[src/rtl/sample_trigger.sv]
// Trigger/capture controller in front of the sampler: registers the probe bus and releases
// the sampler reset after a pattern/edge trigger plus delay. SAMPLE_TRIGGER_ARM_SYNC_EN adds an arm synchronizer.
module sample_trigger #(
    parameter int width     = 32,
    parameter int delayBits = 16,
    parameter int waitBits  = 32
) (
    input  logic                 clk,
    input  logic                 reset,
    input  logic                 arm,
    input  logic [width-1:0]     trig_mask,
    input  logic [width-1:0]     trig_value,
    input  logic                 trig_edge,
    input  logic [delayBits-1:0] delay,
    input  logic [width-1:0]     data_in,
    output logic [width-1:0]     data_out,
    output logic                 sampler_reset_n,
    input  logic                 sampler_done,
    output logic                 triggered,
    output logic                 busy,
    output logic                 done,
    output logic [waitBits-1:0]  wait_cycles
);

    typedef enum logic [2:0] {
        IDLE    = 3'd0,
        ARMED   = 3'd1,
        DELAY   = 3'd2,
        CAPTURE = 3'd3,
        DONE    = 3'd4
    } state_t;

    state_t               state_q, state_d;
    logic [width-1:0]     data_out_q;
    logic                 match_prev_q;
    logic [delayBits-1:0] cnt_q, cnt_d;
    logic [waitBits-1:0]  wait_q, wait_d;
    logic                 sampler_reset_n_q, sampler_reset_n_d;
    logic                 triggered_q, triggered_d;
    logic                 busy_q, busy_d;
    logic                 done_q, done_d;
    logic                 arm_use;
    logic                 match;
    logic                 trig;

`ifdef SAMPLE_TRIGGER_ARM_SYNC_EN
    logic arm_meta_q, arm_sync_q;

    always_ff @(posedge clk or posedge reset) begin
        if (reset) begin
            arm_meta_q <= 1'b0;
            arm_sync_q <= 1'b0;
        end else begin
            arm_meta_q <= arm;
            arm_sync_q <= arm_meta_q;
        end
    end

    assign arm_use = arm_sync_q;
`else
    assign arm_use = arm;
`endif

    assign match = (((data_in ^ trig_value) & trig_mask) == '0);
    assign trig  = trig_edge ? (match & ~match_prev_q) : match;

    always_comb begin
        state_d     = state_q;
        cnt_d       = cnt_q;
        wait_d      = wait_q;
        triggered_d = 1'b0;
        // Disarm wins over everything, including a trigger in the same cycle.
        case (state_q)
            IDLE: begin
                if (arm_use) begin
                    state_d = ARMED;
                    wait_d  = '0;
                end
            end
            ARMED: begin
                if (!arm_use) begin
                    state_d = IDLE;
                end else if (trig) begin
                    triggered_d = 1'b1;
                    if (delay == '0) begin
                        state_d = CAPTURE;
                    end else begin
                        state_d = DELAY;
                        cnt_d   = delay - delayBits'(1);
                    end
                end else if (wait_q != '1) begin
                    wait_d = wait_q + waitBits'(1);
                end
            end
            DELAY: begin
                if (!arm_use) begin
                    state_d = IDLE;
                end else if (cnt_q == '0) begin
                    state_d = CAPTURE;
                end else begin
                    cnt_d = cnt_q - delayBits'(1);
                end
            end
            CAPTURE: begin
                if (!arm_use) begin
                    state_d = IDLE;
                end else if (sampler_done) begin
                    state_d = DONE;
                end
            end
            DONE: begin
                if (!arm_use) begin
                    state_d = IDLE;
                end
            end
            default: state_d = IDLE;
        endcase

        // Status outputs are registered decodes of the state being entered.
        sampler_reset_n_d = (state_d == CAPTURE) || (state_d == DONE);
        busy_d            = (state_d == ARMED) || (state_d == DELAY) || (state_d == CAPTURE);
        done_d            = (state_d == DONE);
    end

    always_ff @(posedge clk or posedge reset) begin
        if (reset) begin
            state_q           <= IDLE;
            data_out_q        <= '0;
            match_prev_q      <= 1'b0;
            cnt_q             <= '0;
            wait_q            <= '0;
            sampler_reset_n_q <= 1'b0;
            triggered_q       <= 1'b0;
            busy_q            <= 1'b0;
            done_q            <= 1'b0;
        end else begin
            state_q           <= state_d;
            data_out_q        <= data_in;
            match_prev_q      <= match;
            cnt_q             <= cnt_d;
            wait_q            <= wait_d;
            sampler_reset_n_q <= sampler_reset_n_d;
            triggered_q       <= triggered_d;
            busy_q            <= busy_d;
            done_q            <= done_d;
        end
    end

    assign data_out        = data_out_q;
    assign sampler_reset_n = sampler_reset_n_q;
    assign triggered       = triggered_q;
    assign busy            = busy_q;
    assign done            = done_q;
    assign wait_cycles     = wait_q;

endmodule

[config.mk]
export PLATFORM = sky130hd
export DESIGN_NAME = sample_trigger
export DESIGN_NICKNAME = d
export VERILOG_FILES = /design/src/rtl/sample_trigger.sv
export SDC_FILE = /design/constraint.sdc
export NUM_CORES = 1
export LEC_CHECK = 0
export ABC_AREA = 1
export BUFFER_PORTS_ARGS = -buffer_cell sky130_fd_sc_hd__buf_4
export CAP_MARGIN = 0
export CORE_ASPECT_RATIO = 2
export CORE_MARGIN = 3
export CORE_UTILIZATION = 51
export CTS_CLUSTER_SIZE = 14
export DETAILED_ROUTE_END_ITERATION = 10
export GPL_TIMING_DRIVEN = 0
export PLACE_DENSITY_LB_ADDON = 0.25
export SLEW_MARGIN = 20
export SYNTH_ARGS = -nofsm -noshare
export SYNTH_HDL_FRONTEND = slang
export SYNTH_SLANG_ARGS = --single-unit
[constraint.sdc]
create_clock -name clk -period 3.3 [get_ports clk]
set_input_delay 0.66 -clock clk [delete_from_list [all_inputs] [get_ports clk]]
set_output_delay 0.66 -clock clk [all_outputs]
set_load 0.01 [all_outputs]
==> results.py <==
metrics = {
    "outcome": {
        "status": "finished, final reports clean",
    },
    "layout": {
        "multi_input_area_um2": 2630,
        "regArea_um2": 2200,
        "fin_util": 0.709,
        "fin_cells": 1080,
        "final_nets": 1060,
        "fin_area_um2": 7240,
        "diodes": 0,
        "area_growth_pct": 35.3,
        "fill_cells": 843,
        "drive_gt1_frac": 0.266,
    },
    "sta": {
        "max_freq_mhz": 427,
        "slew_headroom": 0.383,
        "hold_viol_final": 0,
        "setup_viol": 0,
        "min_period_ps": 2340,
        "rsz0062_at_grt": "no",
        "final_max_slew_viol_count": 0,
        "finalClockSkew_ps": 7.65,
        "tightest_slew_ps": 917,
        "fin_setup_tns_ps": 0,
        "min_period_over_period": 0.710,
    },
    "floorplan": {
        "rows": 52,
        "dieArea_um2": 11800,
        "start_util": 0.524,
        "die_h_um": 151,
        "coreArea_um2": 10200,
        "fp.dieW_um": 78.4,
        "io_pins": 185,
    },
    "run": {
        "cap_violations": 0,
    },
    "detailed_routing": {
        "ant_nets": 0,
        "viasPerCell": 5.24,
        "wl_per_cell_um": 15.0,
        "vias": 5658,
        "drc": 0,
        "dr.first_iter.drc_count": 295,
        "wl_um": 16300,
        "first_pass_iters": 8,
    },
    "critical_path": {
        "critPathCaptureType": "register",
        "start_kind": "register",
        "cp_max_fo": 10,
        "arrival_ps": 2550,
        "critPathRequiredTime_ps": 3510,
        "criticalPathCategory": "register to register",
    },
    "synth": {
        "synth.distinct_cells": 38,
        "yosysSeqAreaShare": 0.411,
        "ys_warn_count": 0,
        "syn-cell-area_um2": 5350,
        "syn-instance-count": 745,
        "syn_area_per_cell_um2": 7.18,
        "syn_nets": 864,
        "ys_seq_elements": 88,
    },
    "power_and_ir_drop": {
        "power_frac_clock": 0.388,
        "p_int_w": 0.00205,
        "pwr-share-comb": 0.177,
        "p_per_area_nw_per_um2": 388,
        "seq_power_share": 0.435,
        "ir_drop_v": 0.000336,
        "switching_power_w": 0.000762,
        "finalPower_w": 0.00281,
        "switching_share": 0.271,
        "p_leak_nw": 3.67,
    },
    "grt": {
        "antenna_found_initial": 0,
        "track_usage": 0.275,
        "grt_pass1_vias": 5681,
        "grt_pass1_wl_um": 25600,
        "grt.overflow.total": 0,
        "grt_max_degree": 53,
    },
    "clock_network": {
        "postCtsHoldBufs": 0,
        "htreeDepth": 3,
        "post_cts_buffers": 0,
        "cts_num_sinks": 88,
        "clk_pin_slew_ps": 60,
        "cts_inserted_buffers": 9,
        "cts-root-buf": "clkbuf_16",
        "clk_latency_ps": 340,
        "cts_tree": "yes",
        "ctsLongestPathBuffers": 2,
        "cts_resized": 0,
    },
    "placement": {
        "hpwl_um": 12800,
        "placed_area_um2": 6930,
        "io_buffers": 184,
        "gp_congestion": 0.983,
        "dp_cells": 1065,
    },
    "worst_hold_path": {
        "worstHoldPathType": "primary input to async pin",
    },
}
kinds of logic after synthesis:
family,share of synthesized area
adders and majority gates,0.00467
AOI/OAI and AO/OA,0.0783
DFF,0.411
buffers and inverters,0.0972
and+or+nand+nor,0.354
xor gates and xnor gates,0.0540
Yosys cell counts, drive strengths merged:
master	count	area [um2]
a2111oi	2	17.5
a21o	4	30.0
a21oi	8	58.8
and2	2	12.5
buf	10	82.6
clkbuf	3	12.5
clkinv	1	5.00
dfrtp	88	2200
ha	2	25.0
inv	112	420
nand2	226	863
nand3	62	323
nand4	16	100
nor2	79	340
nor3	22	120
nor3b	1	12.5
nor4	10	75.1
o21a	1	7.51
o21ai	55	305
or2	8	50.1
xnor2	7	61.3
xor2	26	228
critical path, cell delays in order (launching register included):
cell	delay [ps]
dfrtp_1	400
ha_1	220
nand2_1	70
inv_1	70
nand2_1	150
nor2_2	310
nand2_1	90
nor2_1	140
a21oi_1	90
nand2_1	70
nand2_2	160
clkinv_2	170
buf_6	160
o21ai_0	100
power groups by stage:
stage | Combinational [W] | Sequential [W] | Clock [W]
finish | 0.000498 | 0.00122 | 0.00109
CTS | 0.000502 | 0.00122 | 0.00110
detailed placement | 0.000499 | 0.00124 | 0
floorplan | 0.000251 | 0.00124 | 0
global route | 0.000560 | 0.00123 | 0.00115
global placement | 0.000484 | 0.00124 | 0
flip-flops by register name, summed over array words and instances (netlist names):
| signal | flops |
|---|---|
| wait_cycles | 32 |
| cnt_q | 16 |
| sampler_reset_n | 1 |
| match_prev_q | 1 |
| busy | 1 |
| state_q | 3 |
| done | 1 |
| data_out | 32 |
| triggered | 1 |
cell usage in the layout (no fill, tap or decap), types with 16 or more instances in the layout:
cell type / instances
o21ai_0: 28
nand4_1: 16
nand3_1: 61
buf_4: 185
inv_1: 102
nand2_1: 222
dfrtp_1: 88
nor3_1: 20
xor2_1: 26
nor2_1: 71
o21ai_1: 19
worst paths after layout:
path	endpoint	depth (start not counted)	slack, ps	from
setup / recovery	wait_cycles[19]	13	960	wait_cycles[0]
hold / removal	cnt_q[12]	2	360	reset
setup reg to reg	wait_cycles[19]	13	960	wait_cycles[0]
hold reg to reg	cnt_q[3]	2	540	cnt_q[3]
max in group asynchronous	wait_cycles[23]	3	2320	reset
min in group clk	data_out[19]	1	440	data_in[19]
cell type report:
| type | count | share of cell area |
|---|---|---|
| plain buffers | 13 | 0.0131 |
| clock inverters | 5 | 0.0112 |
| repair buffers | 185 | 0.195 |
| clock buffers | 10 | 0.0316 |
| inverters | 113 | 0.0591 |
| multi-input cells | 531 | 0.363 |
| flip-flops and latches | 88 | 0.304 |
| well taps | 135 | 0.0233 |
metrics by stage:
step | setup slack [ps] | hold slack (ps)
finish | 958 | 355
global route | 791 | 399
CTS | 983 | 379
detailed placement | 852 | 525
global placement | -802 | 507
floorplan | 361 | 486
layer usage:
metal	up-vias	routed length, um	GRT usage
met5	-	0	0
met4	0	1010	0.173
met3	82	984	0.0476
met2	255	8850	0.515
met1	2573	5410	0.275
li1	2748	-	-
(Power assumes the default switching activity.)
